File: config.mk
export PLATFORM = sky130hd
export DESIGN_NAME = bounce_pattern_decoder
export DESIGN_NICKNAME = d
export VERILOG_FILES = /design/src/rtl/bounce_pattern_decoder.sv
export SDC_FILE = /design/constraint.sdc
export NUM_CORES = 1
export LEC_CHECK = 0
export BUFFER_PORTS_ARGS = -buffer_cell sky130_fd_sc_hd__buf_2
export CORE_MARGIN = 2
export CORE_UTILIZATION = 39
export DETAILED_ROUTE_END_ITERATION = 10
export GPL_ROUTABILITY_DRIVEN = 0
export GPL_TIMING_DRIVEN = 1
export PLACE_DENSITY_LB_ADDON = 0.25
export SYNTH_ARGS = -nofsm -noshare
export SYNTH_HDL_FRONTEND = slang
export SYNTH_SLANG_ARGS = --single-unit
File: constraint.sdc
create_clock -name clk -period 5.9 [get_ports clk]
set_clock_uncertainty 0.2 [all_clocks]
set_input_delay 1.18 -clock clk [delete_from_list [all_inputs] [get_ports clk]]
set_output_delay 1.18 -clock clk [all_outputs]
set_load 0.01 [all_outputs]
File: src/rtl/bounce_pattern_decoder.sv
// Receive-side decoder for the bouncing one-hot pattern bus: recovers position, direction,
// end events and lock status. Optional sticky error register under BOUNCE_DEC_STICKY_ERR_EN.
module bounce_pattern_decoder #(
  parameter int N        = 8,
  parameter int PERIOD_W = 2,
  parameter int LOCK_CNT = 4
) (
  input  logic                 clk,
  input  logic                 rst,
  input  logic                 ena,
  input  logic [N-1:0]         q_in,
  input  logic                 clr_err,
  output logic [$clog2(N)-1:0] pos,
  output logic                 dir,
  output logic                 locked,
  output logic                 lsb_hit,
  output logic                 msb_hit,
  output logic [PERIOD_W-1:0]  period_count,
  output logic                 err,
  output logic [1:0]           err_code,
  output logic [2:0]           err_sticky
);
  localparam int PW = $clog2(N);
  localparam int CW = 4;
  localparam logic [PW-1:0] POS_MAX  = PW'(N - 1);
  localparam logic [CW-1:0] LOCK_TGT = CW'(LOCK_CNT);

  localparam logic [1:0] CODE_NONE = 2'b00;
  localparam logic [1:0] CODE_HOT  = 2'b01;
  localparam logic [1:0] CODE_JUMP = 2'b10;
  localparam logic [1:0] CODE_REV  = 2'b11;

  typedef enum logic [1:0] {S_IDLE, S_ACQ, S_TRACK, S_LOCKED} state_t;

  function automatic logic [CW-1:0] sat_inc(input logic [CW-1:0] v);
    return (v == '1) ? v : v + CW'(1);
  endfunction

  function automatic logic [PW-1:0] hot_index(input logic [N-1:0] v);
    logic [PW-1:0] idx;
    idx = '0;
    for (int i = 0; i < N; i++) begin
      if (v[i]) idx = PW'(i);
    end
    return idx;
  endfunction

  state_t                state_q, state_d;
  logic [PW-1:0]         pos_q, pos_d;
  logic                  dir_q, dir_d;
  logic [CW-1:0]         good_q, good_d;
  logic [PERIOD_W-1:0]   per_q, per_d;
  logic                  locked_q, locked_d;
  logic                  lsb_q, lsb_d;
  logic                  msb_q, msb_d;
  logic                  err_q, err_d;
  logic [1:0]            code_q, code_d;

  logic                  legal;
  logic [PW-1:0]         smp;
  logic [PW-1:0]         exp_pos;
  logic [PW-1:0]         prev_pos;
  logic                  at_mid;

  always_comb begin
    state_d  = state_q;
    pos_d    = pos_q;
    dir_d    = dir_q;
    good_d   = good_q;
    per_d    = per_q;
    lsb_d    = 1'b0;
    msb_d    = 1'b0;
    err_d    = 1'b0;
    code_d   = CODE_NONE;
    legal    = $onehot(q_in);
    smp      = hot_index(q_in);
    at_mid   = (pos_q != '0) && (pos_q != POS_MAX);
    prev_pos = dir_q ? pos_q + PW'(1) : pos_q - PW'(1);
    // At either end the pattern bounces, so the expected move reverses there.
    if (dir_q) exp_pos = (pos_q != '0) ? pos_q - PW'(1) : PW'(1);
    else       exp_pos = (pos_q != POS_MAX) ? pos_q + PW'(1) : POS_MAX - PW'(1);

    if (ena) begin
      unique case (state_q)
        S_IDLE: begin
          good_d = '0;
          if (legal) begin
            pos_d   = smp;
            state_d = S_ACQ;
          end else begin
            err_d  = 1'b1;
            code_d = CODE_HOT;
          end
        end
        S_ACQ: begin
          good_d = '0;
          if (!legal) begin
            err_d   = 1'b1;
            code_d  = CODE_HOT;
            state_d = S_IDLE;
          end else if ((pos_q != '0) && (smp == pos_q - PW'(1))) begin
            pos_d   = smp;
            dir_d   = 1'b1;
            lsb_d   = (smp == '0);
            state_d = S_TRACK;
          end else if ((pos_q != POS_MAX) && (smp == pos_q + PW'(1))) begin
            pos_d   = smp;
            dir_d   = 1'b0;
            msb_d   = (smp == POS_MAX);
            state_d = S_TRACK;
          end else begin
            err_d  = 1'b1;
            code_d = CODE_JUMP;
            pos_d  = smp;
          end
        end
        default: begin
          if (legal && (smp == exp_pos)) begin
            pos_d = smp;
            if (pos_q == '0)          dir_d = 1'b0;
            else if (pos_q == POS_MAX) dir_d = 1'b1;
            lsb_d = dir_q && (smp == '0);
            msb_d = !dir_q && (smp == POS_MAX);
            if (lsb_d) per_d = per_q + PERIOD_W'(1);
            if (state_q == S_TRACK) begin
              good_d = sat_inc(good_q);
              if (good_d >= LOCK_TGT) state_d = S_LOCKED;
            end
          end else begin
            err_d  = 1'b1;
            good_d = '0;
            if (!legal) begin
              code_d  = CODE_HOT;
              state_d = S_IDLE;
            end else begin
              code_d  = (at_mid && (smp == prev_pos)) ? CODE_REV : CODE_JUMP;
              pos_d   = smp;
              state_d = S_ACQ;
            end
          end
        end
      endcase
    end
    locked_d = (state_d == S_LOCKED);
  end

  always_ff @(posedge clk) begin
    if (rst) begin
      state_q  <= S_IDLE;
      pos_q    <= '0;
      dir_q    <= 1'b1;
      good_q   <= '0;
      per_q    <= '0;
      locked_q <= 1'b0;
      lsb_q    <= 1'b0;
      msb_q    <= 1'b0;
      err_q    <= 1'b0;
      code_q   <= CODE_NONE;
    end else begin
      state_q  <= state_d;
      pos_q    <= pos_d;
      dir_q    <= dir_d;
      good_q   <= good_d;
      per_q    <= per_d;
      locked_q <= locked_d;
      lsb_q    <= lsb_d;
      msb_q    <= msb_d;
      err_q    <= err_d;
      code_q   <= code_d;
    end
  end

`ifdef BOUNCE_DEC_STICKY_ERR_EN
  logic [2:0] sticky_q, sticky_d, flag;

  // A clear and a new error on the same edge leave only the new error's flag.
  always_comb begin
    flag = 3'b000;
    if (err_d) begin
      unique case (code_d)
        CODE_HOT:  flag = 3'b001;
        CODE_JUMP: flag = 3'b010;
        CODE_REV:  flag = 3'b100;
        default:   flag = 3'b000;
      endcase
    end
    sticky_d = (clr_err ? 3'b000 : sticky_q) | flag;
  end

  always_ff @(posedge clk) begin
    if (rst) sticky_q <= 3'b000;
    else     sticky_q <= sticky_d;
  end

  assign err_sticky = sticky_q;
`else
  logic unused_clr_err;
  assign unused_clr_err = clr_err;
  assign err_sticky     = 3'b000;
`endif

  assign pos          = pos_q;
  assign dir          = dir_q;
  assign locked       = locked_q;
  assign lsb_hit      = lsb_q;
  assign msb_hit      = msb_q;
  assign period_count = per_q;
  assign err          = err_q;
  assign err_code     = code_q;
endmodule

# Word level (Yosys, flattened, before mapping)
# Cells that the tools add are included.
# totals
ram_bits	0
n_memories	0
latch_bits	0
wordCells	117
reg_bits	18
inputBits	12
romBits	0
# op_classes
muxes	58
shifts	0
n_eq_ne	15
reduce_logical	19
order_cmp	1
n_bitwise	3
div	0
addsub	11
multipliers	0
# ops
operator	n
$mux W3	13
$mux W2	13
$mux W1	22
$mux W4	4
$eq A3 B3 Y1	4
$add A1 B1 Y2	4
$pmux W1 S2	4
$pmux W2 S2	2
$logic_and A1 B1 Y1	7
$add A2 B2 Y3	2
$eq A3 B3 Y1 const B	2
$logic_not A3 Y1	2
$ne A3 B3 Y1 const B	2
$reduce_and A6 Y1	1
$reduce_bool A3 Y1	2
$add A3 B3 Y4	1
$add A4 B1 Y4 const B	1
$eq A2 B2 Y1 const B	2
$eq A4 B1 Y1 const B	1
$eq A4 B4 Y1 const B	1
$ge A4 B3 Y1 const B	1
$reduce_and A4 Y1	1
$reduce_or A2 Y1	2
$add A3 B1 Y3 const B	1
other kinds (10)	12

# Longest topological paths before layout
# Gate-level depths: netlist of the first run.
# depth
word_depth	15
ltp_mapped	15
ltp_nobuf	14

# Least setup slack after synthesis of the first run
# Ideal clock, no wire load.
# synth_path
path_type	in2reg
startpoint	input q_in[0]
endpoint	register dir_q (netlist: dir)
arrival_time_ps	4911
n_path_buf	0
cell_stages	14
setup_ps	134
slack_ps	654
required_time_ps	5566
path_cell_list	inv_1 -> fa_1 -> fa_1 -> fa_1 -> inv_1 -> ha_1 -> inv_1 -> fa_1 -> a211oi_1 -> mux2i_1 -> nor3_1 -> or4b_1 -> a2111oi_1 -> a211oi_1
# synth_between
elab_chain_cells	7
elab_cells_between_ends	8
# synth_rtl
item	line	text
start: declaration	11	input logic [N-1:0] q_in,
$add A1 B1 Y2 (implied by the code) *	75	legal = $onehot(q_in);
$add A2 B2 Y3 (implied by the code) *	75	
$add A3 B3 Y4 (implied by the code) *	75	
$eq A4 B1 Y1 *	75	
$logic_and A1 B1 Y1	118	if (legal && (smp == exp_pos)) begin
$reduce_bool A2 Y1 (no line)	n/a	
$reduce_and A6 Y1 (no line) *	n/a	
end signal: assignment	162	dir_q <= dir_d;
end: declaration	50	logic dir_q, dir_d;
# Mark *: on every way between the ends. The rest lies on a longest branch, timed or not.
# A chain may end at the register's enable or synchronous reset.

# Worst setup path after layout of the first run
# layout_path
startpoint	input q_in[3]
endpoint	register dir_q (netlist: dir)
# layout_between
elab_chain_cells	10
elab_cells_between_ends	22
# layout_rtl
item
parallel branches: the longest is 10 deep, another holds $add A3 B3 Y4
# Several ways; the timed one is not identified. The select of a mux whose other input is x is not followed.

==> metrics, run 1 <==
overall routing resource usage=16.5%; num ports=27; Setup WS pre-CTS=0.604 ns; clock buffer depth=2; Crit. End Element=register; Final Cycle Share=between 80% and 90%; power density cells=~260 mW/mm^2; Yosys reg bits=18; critical path class=input pin to register; synthesis-to-finish area growth=13.4%; Slowest Stage Delay on Critical Path=between 0.5 and 0.6 ns; CP cell instances=buf_2 > inv_1 > fa_1 > fa_1 > fa_1 > inv_1 > ha_1 > inv_1 > fa_1 > a211oi_1 > mux2i_1 > or2_2 > a2111oi_0 > a2111oi_1 > a211oi_1; Ys Warns=0; fillers=between 300 and 400; DP HPWL=2480 um; layout cells sized above 1=17.0%; Mapped Area=~0.0015 sq mm; Post-synth EDFFs=0; H-tree levels=1; cell taking the most area after synthesis=dfxtp_1; CP max FO=6; CP delay by family, top=adder cells; CTS resizes=0; register area share after synthesis=between 20 and 25%; TritonCTS Buffers=3; most common cell after layout, fill and taps aside=buf_2; Fmax=200 MHz; Initial Util=between 40 and 50%; Buf/Inv on CP=4; die area=about 0.0043 sq mm; multi-input gate area in the final layout=0.00101 sq mm; first-pass GRT wire length=between 5000 and 6000 um; critical path's most frequent cell=fa_1; Final Setup Violations=0; DRT iter0 DRCs=54; IR drop worst, VDD=around 100 uV; number of global-route vias before repair=1250; Core Region=0.00366 sq mm; worst-skew pair later-pin latency=between 0.2 and 0.3 ns; Cell Rows=22; top_reg_cell synth=dfxtp_1; CTS tree=done; Antenna Violating Nets Remaining=0; Post-Route WL=~3300 um; # port buffers=22; total gr overflow=0; synthesized instance count=approximately 190; # nets final=~230; Final Slew Violations=0; Final Critical Period=~5.0 ns; Slowest-stage cell, CP=fa_1; commonest non-fill, non-tap cells in the layout=buf_2, inv_1, dfxtp_1, nor2_1; Vias/cell=5.43; pin count of the biggest net entering global routing=18; die width=65.8 um; Synth Area per Inst=roughly 8.0 sq um; Slew headroom=58.0%; Worst Path Required=between 5 and 6 ns; main area contributors after synthesis=dfxtp_1, ha_1, fa_1, inv_1, a211oi_1; P_leak=around 0.68 nW; hold_ws=0.299 ns; Total Power=between 400 and 500 uW; drt pass-1 iters=4; Worst Hold Class=register to register; flip-flop and latch area=~360 sq um; # diodes=0; CP arrival=~5.0 ns; residual DRC count=0; drt wl/cell=roughly 13 um; FF-to-FF setup slack=around 2.9 ns; synth unique cells=52; hold bufs inserted after CTS=0; element type at the critical path start=input pin; Synth top area share=roughly 24%; RSZ-0062 raised after global routing=false; Hold Vio Cnt, Final=0; Max Cap Viol=0; Die Ht=65.8 um; Post-synth ARST share=0%; Worst Max-Slew Pin Slew=a little over 0.6 ns; clk sink count=18; fin worst setup slack=~0.90 ns; status=finished, final reports clean; total number of vias=about 1400; antenna violations before repair=0; Final TNS setup=0 ns; Post-CTS Setup Bufs=0; Root Buffer=clkbuf_8; CTS clk-pin slew, worst paths=about 0.070 ns
[kinds of logic (layout without fill, tap and decap cells)]
group	after synthesis	in the layout	synth area share, %
other	1	3	0.252
adder cells (fa/ha/maj)	13	13	13.0
multiplexers	5	5	3.53
AO/OA/AOI/OAI	47	47	22.2
XOR/XNOR	7	7	4.12
buffers and inverters	31	49	8.58
flip-flops	18	18	24.2
AND/OR/NAND/NOR	64	64	24.1
[report_power, final]
group	switching, mW	internal, mW
clock network	0.0426	0.0593
registers	0.0162	0.131
logic	0.108	0.0791
[layer usage]
layer | up-vias | wire (um) | global-route usage, %
li1 | 704 | - | -
met1 | 631 | 1670 | 24.2
met2 | 41 | 1380 | 24.7
met3 | 4 | 156 | 1.03
met4 | 0 | 51 | 6.77
met5 | - | 0 | 0
[worst register-to-register path, delay by kind of cell (launching register included)]
family	cells	cell delay [ns]
multiplexers	1	0.35
AO/OA/AOI/OAI	2	0.56
buffers and inverters	1	0.16
XOR/XNOR	1	0.29
adder cells (fa/ha/maj)	1	0.25
AND/OR/NAND/NOR	2	0.63
flip-flops	1	0.45
[stage by stage]
stage	util, %	std cells	instance area [sq um]
after global routing	46.1	254	1690
after floorplan	-	188	1500
after CTS	46.1	254	1690
final	46.1	254	1690
after global placement	44.6	250	1630
after detailed placement	44.6	250	1630
[synth_stat cells, drive strengths merged (2+ instances only)]
cell      n
a2111oi   2
a211oi    8
a21oi    10
a221o     2
a22oi     2
a31oi     6
and2      2
buf       6
clkbuf    4
dfxtp    18
fa        4
ha        9
inv      21
mux2      2
mux2i     3
nand2    10
nand2b    6
nand3     4
nor2     16
nor2b     4
nor3      6
nor3b     3
nor4      2
o21ai     4
o22ai     2
o31ai     2
or3       2
or4b      2
xnor2     4
xor2      3
[worst paths after layout]
path | cells after the start | to | start
max reg2reg | 8 | period_count[1] | register
max | 15 | dir | q_in[3]
min | 2 | good_q[1] | good_q[1]
min reg2reg | 2 | good_q[1] | good_q[1]
[cell type report]
type,instances,share of cell area [%]
timing repair buffer,24,7.42
sequential,18,21.4
inverter,21,4.67
clock buffer,4,3.26
multi-input combinational,139,59.7
tap,48,3.56
Note: power is estimated with default switching activity, not from simulation.
==> run 2, diff against run 1 <==
==> constraint.sdc (replaced) <==
create_clock -name clk -period 4.5 [get_ports clk]
set_clock_uncertainty 0.2 [all_clocks]
set_input_delay 0.9 -clock clk [delete_from_list [all_inputs] [get_ports clk]]
set_output_delay 0.9 -clock clk [all_outputs]
set_load 0.01 [all_outputs]
==> run 2 against run 1 <==
Register-to-register slack got worse by 1.4 ns. Setup slack got worse by 0.83 ns. Combinational power rose by 70%. Final cell count rose by 3.9%. Flip-flop and latch count did not move. Via count rose by 2.1%. Sequential share of layout area fell by 2.0 points. Utilization rose by 4.7 points. Die area did not move. Critical endpoint unchanged.
==> metrics, run 2 (synthesis gave the netlist of run 1 again) <==
clock buffer depth=2 (unchanged); CP arrival=4.36 ns (-0.60 ns); Worst Path Required=4.43 ns (-1.43 ns); Final Setup Violations=0 (unchanged); # port buffers=22 (unchanged); overall routing resource usage=17.1% (+0.59 points); status=finished, final reports clean; hold bufs inserted after CTS=0 (unchanged); Final Instance Area=0.00186 sq mm (+10%); Antenna Violating Nets Remaining=0 (unchanged); # diodes=0 (unchanged); antenna violations before repair=0 (unchanged); Crit. End Element=register; Final Slew Violations=0 (unchanged); pin count of the biggest net entering global routing=18 (unchanged); Cell Rows=22 (unchanged); fin worst setup slack=0.0650 ns (-0.835 ns); Die Ht=65.8 um (unchanged); die width=65.8 um (unchanged); die area=0.00432 sq mm (unchanged); Final TNS setup=0 ns (unchanged); Post-Route WL=3400 um (+4.4%); first-pass GRT wire length=5870 um (+4.4%); Comb pwr share=51.2% (+8.2 points); H-tree levels=1 (unchanged); Final Cycle Share=between 90% and 100%; clock power share=17.4% (-6.0 points); total number of vias=1409 (+2.1%); Setup WS pre-CTS=-0.301 ns (-0.905 ns); internal power=374 uW (+39%); Final Critical Period=between 4 and 5 ns; Fmax=about 230 MHz; clk sink count=18 (unchanged); critical path class=input pin to register; DP HPWL=2600 um (+5.1%); worst-skew pair later-pin latency=0.25 ns (about the same); CTS tree=done; DRT iter0 DRCs=80 (+48%); Post-DP Area=0.00174 sq mm (+6.4%); Initial Util=40.6% (unchanged); P_leak=0.738 nW (+9.3%); layout cells sized above 1=29.2% (+12 points); sequential power share=31.4% (-2.3 points); CTS clk-pin slew, worst paths=0.06 ns (about the same); element type at the critical path start=input pin; Slew headroom=57.1% (-0.95 points); drt pass-1 iters=4 (unchanged); most common cell after layout, fill and taps aside=buf_2; Max Cap Viol=0 (unchanged); TritonCTS Buffers=3 (unchanged); Hold Vio Cnt, Final=0 (unchanged); drt wl/cell=12.9 um (+0.47%); Worst Hold Class=register to register; Vias/cell=5.34 (-1.8%); IR drop worst, VDD=187 uV (+80%); commonest non-fill, non-tap cells in the layout=buf_2, dfxtp_1, inv_1, nor2_1, buf_4; residual DRC count=0 (unchanged); number of global-route vias before repair=1267 (+1.4%); Worst Max-Slew Pin Slew=0.634 ns (+0.0140 ns); CP max FO=3 (-3); num ports=27 (unchanged); Root Buffer=clkbuf_8; Sw Ratio=39.7% (+1.3 points); Core Region=0.00366 sq mm (unchanged); # nets final=243 (+4.7%); total gr overflow=0 (unchanged); synthesis-to-finish area growth=25.0%; power density cells=333 mW/mm^2 (+29%); Psw=246 uW (+47%); RSZ-0062 raised after global routing=true
run 2: final timing paths:
check / from / cells after the start / end / slack, ns
max: q_in[0] / 14 / dir / 0.07
min: good_q[1] / 2 / good_q[1] / 0.29
max reg2reg: register / 8 / period_count[1] / 1.50
min reg2reg: good_q[1] / 2 / good_q[1] / 0.29
run 2: repair_timing:
item / CTS / global route
resized for setup: 2 / 15
pin swaps: 1 / 4
endpoints found under the setup margin: 2 / 7
setup buffers: 0 / 2
run 2: critical path: stages:
cell	delay [ns]
buf_8	0.08
inv_8	0.02
fa_1	0.54
fa_1	0.42
fa_1	0.43
inv_1	0.06
ha_2	0.18
inv_2	0.04
fa_2	0.55
nand2_4	0.08
nor3_4	0.17
or4b_4	0.49
a2111oi_4	0.32
a211oi_1	0.08
run 2: final cells by class:
class                   instances  area [sq um]
flip-flops and latches         18           360
clock buffers                   3          41.3
well taps                      48          60.1
fillers                       363          1800
multi-input cells             139          1090
inverters                      21          86.3
repair buffers                 35           218
run 2: power groups by stage:
stage / combinational, mW / clock [mW] / sequential [mW]
floorplan: 0.209 / 0 / 0.191
global placement: 0.282 / 0 / 0.198
detailed placement: 0.285 / 0 / 0.197
CTS: 0.289 / 0.113 / 0.194
global route: 0.354 / 0.119 / 0.198
finish: 0.318 / 0.108 / 0.194
run 2: metrics by stage:
stage	utilization, %	cells	hold slack [ns]	total power [mW]
floorplan	-	188	0.262	0.400
CTS	48.8	262	0.298	0.595
finish	50.8	264	0.295	0.620
global placement	47.4	259	0.275	0.480
global route	50.8	264	0.326	0.670
detailed placement	47.4	259	0.289	0.483
run 2: layer usage:
layer	routed length [um]	up-vias	global-route usage (%)
met4	16	0	3.13
met3	113	2	3.77
met1	1740	661	23.9
met5	0	-	0
met2	1530	24	26.9
li1	-	722	-
